$ cat config.mk
export PLATFORM = sky130hd
export DESIGN_NAME = uart_prog_loader
export DESIGN_NICKNAME = d
export VERILOG_FILES = /design/src/rtl/prog_loader_pkg.sv /design/src/rtl/uart_clk.sv /design/src/rtl/uart_rx.sv /design/src/rtl/uart_prog_loader.sv
export SDC_FILE = /design/constraint.sdc
export NUM_CORES = 1
export LEC_CHECK = 0
export CAP_MARGIN = 20
export CORE_MARGIN = 2
export CORE_UTILIZATION = 45
export CTS_CLUSTER_SIZE = 40
export DETAILED_ROUTE_END_ITERATION = 12
export GPL_TIMING_DRIVEN = 0
export PLACE_DENSITY = 0.63
export SYNTH_ARGS = -nofsm -noshare
export SYNTH_HDL_FRONTEND = slang
export SYNTH_HIERARCHICAL = 1
export SYNTH_SLANG_ARGS = --single-unit
$ cat constraint.sdc
create_clock -name clk_ram -period 8.1 [get_ports clk_ram]
set_input_delay 1.62 -clock clk_ram [delete_from_list [all_inputs] [get_ports clk_ram]]
set_output_delay 1.62 -clock clk_ram [all_outputs]
set_load 0.005 [all_outputs]
$ cat src/rtl/prog_loader_pkg.sv
// Shared definitions for the UART program loader: FSM encoding, frame header
// byte, load-mode constants and the UART oversample divider.
package prog_loader_pkg;

    typedef enum logic [3:0] {
        IDLE,
        HDR,
        ADR_LO,
        ADR_HI,
        LEN_LO,
        LEN_HI,
        DATA,
        CSUM,
        BOOT
    } state_t;

    localparam logic [7:0] HDR_BYTE = 8'hA5;

    localparam bit RAW    = 1'b0;
    localparam bit FRAMED = 1'b1;

    // clk_ram cycles per 16x-oversample tick; one UART bit is 16 ticks.
    localparam int unsigned UART_CLK_DIV = 4;

endpackage

$ cat src/rtl/uart_clk.sv
// Baud tick generator: one-cycle tick every DIV clocks, used as the 16x
// oversample enable for uart_rx.
module uart_clk #(
    parameter int unsigned DIV = 4
) (
    input  logic clk,
    input  logic reset,
    output logic tick
);

    localparam int CW = (DIV > 1) ? $clog2(DIV) : 1;

    logic [CW-1:0] cnt;

    always_ff @(posedge clk or posedge reset) begin
        if (reset) begin
            cnt  <= '0;
            tick <= 1'b0;
        end else if (cnt == CW'(DIV - 1)) begin
            cnt  <= '0;
            tick <= 1'b1;
        end else begin
            cnt  <= cnt + CW'(1);
            tick <= 1'b0;
        end
    end

endmodule

$ cat src/rtl/uart_rx.sv
// 8N1 UART receiver, 16x oversampled. Emits the byte with a one-cycle
// rx_data_strobe in the middle of a valid stop bit.
module uart_rx (
    input  logic       clk,
    input  logic       reset,
    input  logic       tick,
    input  logic       rxd,
    output logic [7:0] rx_data,
    output logic       rx_data_strobe
);

    typedef enum logic [1:0] {RX_IDLE, RX_START, RX_DATA, RX_STOP} rx_state_t;

    rx_state_t  st;
    logic [3:0] cnt;
    logic [2:0] bit_idx;
    logic [7:0] shreg;

    always_ff @(posedge clk or posedge reset) begin
        if (reset) begin
            st             <= RX_IDLE;
            cnt            <= '0;
            bit_idx        <= '0;
            shreg          <= '0;
            rx_data        <= '0;
            rx_data_strobe <= 1'b0;
        end else begin
            rx_data_strobe <= 1'b0;
            if (tick) begin
                case (st)
                    RX_IDLE: begin
                        if (!rxd) begin
                            st  <= RX_START;
                            cnt <= '0;
                        end
                    end
                    RX_START: begin
                        // Re-check the start bit at mid-bit to reject glitches.
                        if (cnt == 4'd7) begin
                            cnt     <= '0;
                            bit_idx <= '0;
                            st      <= rxd ? RX_IDLE : RX_DATA;
                        end else begin
                            cnt <= cnt + 4'd1;
                        end
                    end
                    RX_DATA: begin
                        if (cnt == 4'd15) begin
                            cnt   <= '0;
                            shreg <= {rxd, shreg[7:1]};
                            if (bit_idx == 3'd7) st <= RX_STOP;
                            else                 bit_idx <= bit_idx + 3'd1;
                        end else begin
                            cnt <= cnt + 4'd1;
                        end
                    end
                    RX_STOP: begin
                        if (cnt == 4'd15) begin
                            cnt <= '0;
                            st  <= RX_IDLE;
                            if (rxd) begin
                                rx_data        <= shreg;
                                rx_data_strobe <= 1'b1;
                            end
                        end else begin
                            cnt <= cnt + 4'd1;
                        end
                    end
                    default: st <= RX_IDLE;
                endcase
            end
        end
    end

endmodule

$ cat src/rtl/uart_prog_loader.sv
// UART program loader: halts the CPU, streams received bytes into program RAM
// (RAW or FRAMED with address/length/checksum), then holds the CPU in reset.
module uart_prog_loader #(
    parameter int unsigned           ADDR_WIDTH  = 16,
    parameter logic [ADDR_WIDTH-1:0] BASE_ADDR   = 'h0600,
    parameter bit                    FRAMED      = 1'b0,
    parameter int unsigned           IDLE_CYCLES = 16'hFFFF,
    parameter int unsigned           BOOT_CYCLES = 160
) (
    input  logic                  clk_ram,
    input  logic                  reset,
    input  logic                  serial_rxd,
    output logic [ADDR_WIDTH-1:0] waddr,
    output logic [7:0]            wdata,
    output logic                  write_en,
    output logic                  ask_for_ram,
    output logic                  end_of_data,
    output logic                  load_error
);

    import prog_loader_pkg::*;

    localparam bit IS_FRAMED = (FRAMED == prog_loader_pkg::FRAMED);
    localparam int IDLE_W    = $clog2(IDLE_CYCLES + 1);
    localparam int BOOT_W    = $clog2(BOOT_CYCLES + 1);

    logic       rxd_meta, rxd_sync;
    logic       tick;
    logic [7:0] rx_data;
    logic       rx_data_strobe;

    state_t                  state, state_d;
    logic [ADDR_WIDTH-1:0]   wptr, wptr_d, waddr_d;
    logic [7:0]              wdata_d, addr_lo, addr_lo_d, len_lo, len_lo_d, csum, csum_d;
    logic [15:0]             len_cnt, len_cnt_d;
    logic [IDLE_W-1:0]       idle_cnt, idle_cnt_d;
    logic [BOOT_W-1:0]       boot_cnt, boot_cnt_d;
    logic                    write_en_d, ask_d, eod_d, err_d;
    logic                    idle_expired, do_write, go_boot, go_abort;

    // Two-flop synchroniser; the line idles high so reset to 1.
    always_ff @(posedge clk_ram or posedge reset) begin
        if (reset) begin
            rxd_meta <= 1'b1;
            rxd_sync <= 1'b1;
        end else begin
            rxd_meta <= serial_rxd;
            rxd_sync <= rxd_meta;
        end
    end

    uart_clk #(.DIV(UART_CLK_DIV)) u_uart_clk (
        .clk   (clk_ram),
        .reset (reset),
        .tick  (tick)
    );

    uart_rx u_uart_rx (
        .clk            (clk_ram),
        .reset          (reset),
        .tick           (tick),
        .rxd            (rxd_sync),
        .rx_data        (rx_data),
        .rx_data_strobe (rx_data_strobe)
    );

    // idle_cnt holds the number of cycles since the last byte, saturating.
    assign idle_expired = (idle_cnt == IDLE_W'(IDLE_CYCLES - 1));

    always_comb begin
        // NOTE: every signal gets its hold value first so no path infers a latch.
        state_d    = state;
        wptr_d     = wptr;
        waddr_d    = waddr;
        wdata_d    = wdata;
        write_en_d = 1'b0;
        ask_d      = ask_for_ram;
        eod_d      = end_of_data;
        err_d      = load_error;
        addr_lo_d  = addr_lo;
        len_lo_d   = len_lo;
        len_cnt_d  = len_cnt;
        csum_d     = csum;
        boot_cnt_d = boot_cnt;
        do_write   = 1'b0;
        go_boot    = 1'b0;
        go_abort   = 1'b0;

        if (rx_data_strobe)    idle_cnt_d = IDLE_W'(1);
        else if (idle_expired) idle_cnt_d = idle_cnt;
        else                   idle_cnt_d = idle_cnt + IDLE_W'(1);

        if (!rxd_sync && state != BOOT) ask_d = 1'b1;

        case (state)
            IDLE: begin
                if (rx_data_strobe) begin
                    if (!IS_FRAMED) begin
                        do_write = 1'b1;
                        state_d  = DATA;
                    end else if (rx_data == HDR_BYTE) begin
                        err_d   = 1'b0;
                        csum_d  = '0;
                        state_d = ADR_LO;
                    end else begin
                        ask_d = 1'b0;
                    end
                end
            end
            ADR_LO: begin
                if (rx_data_strobe) begin
                    addr_lo_d = rx_data;
                    state_d   = ADR_HI;
                end else if (idle_expired) go_abort = 1'b1;
            end
            ADR_HI: begin
                if (rx_data_strobe) begin
                    wptr_d  = ADDR_WIDTH'({rx_data, addr_lo});
                    state_d = LEN_LO;
                end else if (idle_expired) go_abort = 1'b1;
            end
            LEN_LO: begin
                if (rx_data_strobe) begin
                    len_lo_d = rx_data;
                    state_d  = LEN_HI;
                end else if (idle_expired) go_abort = 1'b1;
            end
            LEN_HI: begin
                if (rx_data_strobe) begin
                    len_cnt_d = {rx_data, len_lo};
                    state_d   = ({rx_data, len_lo} == 16'd0) ? CSUM : DATA;
                end else if (idle_expired) go_abort = 1'b1;
            end
            DATA: begin
                if (rx_data_strobe) begin
                    do_write = 1'b1;
                    csum_d   = csum + rx_data;
                    if (IS_FRAMED) begin
                        len_cnt_d = len_cnt - 16'd1;
                        if (len_cnt == 16'd1) state_d = CSUM;
                    end
                end else if (idle_expired) begin
                    if (IS_FRAMED) go_abort = 1'b1;
                    else           go_boot  = 1'b1;
                end
            end
            CSUM: begin
                if (rx_data_strobe) begin
                    if (rx_data == csum) go_boot  = 1'b1;
                    else                 go_abort = 1'b1;
                end else if (idle_expired) go_abort = 1'b1;
            end
            BOOT: begin
                boot_cnt_d = boot_cnt + BOOT_W'(1);
                if (boot_cnt == BOOT_W'(BOOT_CYCLES - 1)) begin
                    state_d    = IDLE;
                    eod_d      = 1'b0;
                    boot_cnt_d = '0;
                    wptr_d     = BASE_ADDR;
                    waddr_d    = BASE_ADDR;
                end
            end
            default: state_d = IDLE;
        endcase

        if (do_write) begin
            waddr_d    = wptr;
            wdata_d    = rx_data;
            write_en_d = 1'b1;
            wptr_d     = wptr + ADDR_WIDTH'(1);
        end
        if (go_boot) begin
            state_d    = BOOT;
            ask_d      = 1'b0;
            eod_d      = 1'b1;
            boot_cnt_d = '0;
        end
        if (go_abort) begin
            state_d = IDLE;
            err_d   = 1'b1;
            ask_d   = 1'b0;
            wptr_d  = BASE_ADDR;
            waddr_d = BASE_ADDR;
        end
    end

    always_ff @(posedge clk_ram or posedge reset) begin
        if (reset) begin
            state       <= IDLE;
            wptr        <= BASE_ADDR;
            waddr       <= BASE_ADDR;
            wdata       <= '0;
            write_en    <= 1'b0;
            ask_for_ram <= 1'b0;
            end_of_data <= 1'b0;
            load_error  <= 1'b0;
            addr_lo     <= '0;
            len_lo      <= '0;
            len_cnt     <= '0;
            csum        <= '0;
            idle_cnt    <= '0;
            boot_cnt    <= '0;
        end else begin
            state       <= state_d;
            wptr        <= wptr_d;
            waddr       <= waddr_d;
            wdata       <= wdata_d;
            write_en    <= write_en_d;
            ask_for_ram <= ask_d;
            end_of_data <= eod_d;
            load_error  <= err_d;
            addr_lo     <= addr_lo_d;
            len_lo      <= len_lo_d;
            len_cnt     <= len_cnt_d;
            csum        <= csum_d;
            idle_cnt    <= idle_cnt_d;
            boot_cnt    <= boot_cnt_d;
        end
    end

endmodule
# Yosys cells after proc, flatten, opt, wreduce, memory -nomap -nowiden
# Index checks and enable logic that the tools add are counted.
dict set report word_totals {
  word_cells 153
  ff_bits 127
}
dict set report op_classes {
  reduce_logical 28
  n_addsub 7
  eq_ne 34
  muxes 61
}
# operator n
set op_table {}
lappend op_table {{$mux W16} 9}
lappend op_table {{$mux W4} 11}
lappend op_table {{$add A16 B1 Y16 const B} 2}
lappend op_table {{$pmux W16 S2} 1}
lappend op_table {{$pmux W4 S7} 1}
lappend op_table {{$mux W8} 3}
lappend op_table {{$ne A4 B3 Y1 const B} 6}
lappend op_table {{$mux W1} 21}
lappend op_table {{$eq A4 B3 Y1 const B} 5}
lappend op_table {{$eq A16 B16 Y1 const B} 1}
lappend op_table {{$logic_not A16 Y1} 1}
lappend op_table {{$mux W2} 7}
lappend op_table {{$ne A4 B4 Y1 const B} 3}
lappend op_table {{$pmux W4 S3} 1}
lappend op_table {{$reduce_and A2 Y1} 6}
lappend op_table {{$ne A2 B1 Y1 const B} 5}
lappend op_table {{$mux W3} 3}
lappend op_table {{$reduce_bool A3 Y1} 3}
lappend op_table {{$add A8 B1 Y8 const B} 1}
lappend op_table {{$add A8 B8 Y8} 1}
lappend op_table {{$eq A4 B2 Y1 const B} 2}
lappend op_table {{$eq A4 B4 Y1 const B} 2}
lappend op_table {{$eq A8 B8 Y1} 1}
lappend op_table {{$eq A8 B8 Y1 const B} 1}
lappend op_table {{24 further kinds} 33}

# Logic depth before layout (Yosys ltp)
dict set report logic_depth {
  word_depth 6
  depth_mapped 10
}

# Cells and area by module
# Netlist, hierarchy kept.
# module seq_area_each_um2 area_each_um2 cells_per_inst instances
set modules_own_cells {}
lappend modules_own_cells {uart_prog_loader 2459.9 4966.0 489 1}
lappend modules_own_cells {uart_rx 650.6 1138.6 84 1}
lappend modules_own_cells {uart_clk 75.1 95.1 6 1}

# Worst setup path before layout
# Ideal clock, no wire load.
dict set report synth_timing {
  path_kind {reg-to-reg}
  start {reg u_uart_rx.rx_data[2]}
  end {reg waddr[9]}
  path_buffers 2
  setup_slack_ps 5821
  arrival_time_ps 2192
  period_less_slack_ps 2279
  setup_time_ps 86
  path_stages_with_launch 8
  path_cell_list {dfrtp_1 ha_1 nor4b_1 a311oi_1 o22a_1 buf_4 buf_4 o41a_1}
}
dict set report synth_between {
  elab_chain_cells 6
}
# element line_no
set synth_rtl {}
lappend synth_rtl {{start, declared} uart_rx.sv:8} ;# output logic [7:0] rx_data,
lappend synth_rtl {{start signal, assigned} uart_rx.sv:62} ;# rx_data <= shreg;
lappend synth_rtl {{$eq A8 B8 Y1 (*)} uart_prog_loader.sv:149} ;# if (rx_data == csum) go_boot = 1'b1;
lappend synth_rtl {{$mux W1 (*)} uart_prog_loader.sv:149}
lappend synth_rtl {{$mux W1 (*)} uart_prog_loader.sv:148} ;# if (rx_data_strobe) begin
lappend synth_rtl {{$pmux W1 S2 (*)} uart_prog_loader.sv:95} ;# case (state)
lappend synth_rtl {{$reduce_bool A3 Y1 (no source line)} -}
lappend synth_rtl {{$reduce_and A2 Y1 (no source line)} -}
lappend synth_rtl {{end signal, assigned} uart_prog_loader.sv:206} ;# waddr <= waddr_d;
lappend synth_rtl {{end, declared} uart_prog_loader.sv:13} ;# output logic [ADDR_WIDTH-1:0] waddr,
# Mark *: on every way between the ends. The rest lies on a longest branch, timed or not.
# A chain may end at the register's enable or synchronous reset.

# Worst setup path in the final report
dict set report layout_timing {
  start {reg waddr[9]}
  end {out waddr[9]}
}
# No word-level cell between the ends.

==> impl_metrics.tcl <==
set metrics [dict create \
    finalWorstSetupSlack_ns 5.032 \
    register_area_um2 3186 \
    dp_hpwl_mm 9.258 \
    synth-seq-cells 127 \
    clock_power_share_pct 53.8 \
    postCtsSetupRepairBufs 0 \
    tightest_slew_ns 0.9727 \
    instances_no_fill 818 \
    antenna_found_initial 0 \
    multi_input_area_um2 2796 \
    place.gp.congestion 0.8500 \
    htree_levels 4 \
    cpLargestDelayFamily "flip-flops" \
    timing.fmax_mhz 326.0 \
    fp.dieH_um 121.4 \
    synthCells 579 \
    preCtsSetupSlack_ns 5.118 \
    worstPathArrival_ns 1.45 \
    power_uw 1517 \
    drv_cap 0 \
    tns_ns 0 \
    cts_inserted_buffers 17 \
    ctsResizeCount 0 \
    portBuffers 30 \
    grt_pass1_wl_mm 23.50 \
    fill_cells 1180 \
    drc 0 \
    combPwrFrac_pct 2.8 \
    grt.total_usage_pct 20.41 \
    fin_crit_sh_pct 37.87 \
    ys.warnings.count 6 \
    worstPathRequired_ns 6.48 \
    power_frac_seq_pct 43.4 \
    slowest_delay_ns 0.54 \
    ioPinCount 31 \
    setup_viol 0 \
    power_switching_uw 335.8 \
    criticalPathCategory "reg -> out" \
    floorplan.rows 42 \
    coreArea_um2 13350 \
    p_leak_uw 0.003434 \
    rsz0062_at_grt "no" \
    first_pass_iters 6 \
    fin_crit_ns 3.068 \
    die_w_um 121.4 \
    hold_path.class "reg -> reg" \
    cpMaxStageDelayCell "dfstp_2" \
    wl_mm 13.74 \
    status "completed" \
    clk_latency_ns 0.42 \
    dp.cells 786 \
    fin_nets 648 \
    drive_gt1_share_pct 17.13 \
    drt_iter0_drc 430 \
    path_clk_slew_ns 0.06 \
    final_util_pct 55.32 \
    crit_path_start_kind "register" \
    intPower_uw 1182 \
    synthFlopType "dfrtp_1" \
    synthesis.nets 598 \
    hold_buffers 0 \
    max_slew_margin_pct 35.08 \
    worst-path-buf-inv 1 \
    irDropWorstVdd_mv 0.1409 \
    powerDensity_nw_per_um2 205.5 \
    wire_per_inst_um 16.79 \
    grt_max_degree 55 \
    dieArea_um2 14730 \
    fin_skew_ns 0.006569 \
    cts_sinks 127 \
    finalHoldViolations 0 \
    synth-async-reset-ratio_pct 100.0 \
    synth_cell_types 66 \
    final-max-slew-violation-count 0 \
    vias_per_cell 5.709 \
    area_growth_pct 19.09 \
    avgSynthCellArea_um2 10.71 \
    grt-ovfl-total 0 \
    ys_seq_area_share_pct 51.38 \
    ant_nets 0 \
    synth_edf_count 0 \
    diodes 0 \
    via_count 4670 \
    switching_share_pct 22.13 \
    critical_path.max_fanout 2 \
    end_kind "primary output" \
    initial_utilization_pct 46.45 \
    grt_pass1_vias 4611 \
    synth.cell_area_um2 6200 \
    root_buffer "clkbuf_16" \
    clk_path_buf_depth 2 \
    crit_chain "clkdlybuf4s50_1" \
    tritoncts "yes" \
]
cells in the mapped netlist (all sizes together), types with 3 or more instances:
cell	instances	share of area [%]
a221o	11	1.8
mux2	33	6.0
dfrtp	121	49
inv	20	1.2
dfstp	6	2.5
o31ai	4	0.48
a22o	17	2.4
nand3	24	2.0
a21o	6	0.73
xor2	11	1.6
o21ai	22	1.8
nand2b	5	0.50
nor3	31	3.1
or3	6	0.69
nand2	62	3.8
clkbuf	9	0.54
nor4b	4	1.0
nor2	44	2.7
nor4	13	1.4
a211oi	3	0.36
or2	6	0.65
nand4	11	1.3
xnor2	13	1.8
o22ai	7	0.71
buf	17	1.8
nor3b	5	0.61
and3	6	0.61
ha	15	3.0
a21oi	14	1.3
cells in the final DEF, fill, tap and decap left out, types with 3 or more instances in the layout:
cell,netlist,layout
a211oi_1,3,3
inv_6,0,5
clkbuf_16,0,17
o22ai_1,7,7
a22o_1,17,17
clkdlybuf4s50_1,0,30
or3_1,5,5
dfstp_2,6,6
clkbuf_1,9,9
nor3_1,27,27
bufinv_16,0,4
nor2_1,44,44
nand3_1,23,23
a221o_1,11,11
nor3b_1,5,5
o21ai_0,20,20
xnor2_1,13,13
xor2_1,11,11
buf_2,9,9
and3_1,6,6
inv_1,19,18
ha_1,15,15
nor4_1,12,12
or2_2,5,5
nand2b_1,5,5
nor3_4,3,3
buf_4,7,7
nand4_1,9,9
a21o_1,6,6
nand2_1,62,62
o31ai_1,4,4
mux2_2,33,33
a21oi_1,13,13
clkinv_4,0,3
dfrtp_1,121,121
sequential cells by signal, indices dropped and copies added (netlist names), named ones only:
signal                    cells
u_uart_rx/cnt                 4
rxd_meta                      1
u_uart_rx/rx_data_strobe      1
wdata                         8
state                         4
len_lo                        8
u_uart_clk/cnt                2
u_uart_rx/shreg               8
ask_for_ram                   1
write_en                      1
load_error                    1
u_uart_clk/tick               1
csum                          8
rxd_sync                      1
boot_cnt                      8
idle_cnt                     16
u_uart_rx/bit_idx             3
waddr                        16
u_uart_rx/rx_data             8
u_uart_rx/st                  1
addr_lo                       8
end_of_data                   1
wptr                         16
per-stage QoR:
stage          instance area (µm²)  hold slack, ns
2_1_floorplan                 6200          0.3452
3_3_place_gp                  6720          0.3469
3_5_place_dp                  6750          0.3503
4_1_cts                       7383          0.3642
5_1_grt                       7383          0.3635
6_report                      7383          0.3591
per-layer routing:
metal	vias to the layer above	wire (µm)	track usage (%)
met5	-	0	0
met2	127	6174	29.60
met1	2329	6672	29.83
met3	12	751	5.733
met4	0	137	5.963
li1	2202	-	-
logic make-up (layout without fill, tap and decap cells):
group,after synthesis,in the layout,synth area share [%]
AOI/OAI and AO/OA,102,102,12.09
xor gates and xnor gates,24,24,3.390
adders and majority gates,16,16,3.350
buffers and inverters,46,109,3.511
DFF,127,127,51.38
muxes,35,35,6.317
and+or+nand+nor,229,229,19.96
worst paths after layout:
kind                                              to  slack (ns)                 start  cells after the start
max in group asynchronous       u_uart_rx/rx_data[7]        5.64                 reset                      2
worst min register to register              rxd_sync        0.36              rxd_meta                      0
worst max register to register               wptr[1]        5.19  u_uart_rx/rx_data[4]                      8
worst min-delay path                        rxd_sync        0.36              rxd_meta                      0
worst max-delay path                        waddr[9]        5.03              waddr[9]                      1
min in group asynchronous            u_uart_clk/tick        1.50                 reset                      2
layout make-up:
type / count / share of cell area [%]
well taps: 176 / 2.983
inverters: 20 / 1.051
plain buffers: 26 / 1.932
multi-input cells: 406 / 37.87
clock buffers: 17 / 5.762
flip-flops and latches: 127 / 43.15
clock inverters: 15 / 2.813
repair buffers: 31 / 4.440
power by group through the flow:
stage                     Clock [µW]  Combinational [µW]  Sequential, µW
after floorplan                    0                33.7             666
after global placement             0                40.1             668
after detailed placement           0                44.3             669
after CTS                        832                44.6             657
after global routing             865                50.6             660
final                            817                43.0             658
Note: power is estimated with default switching activity, not from simulation.
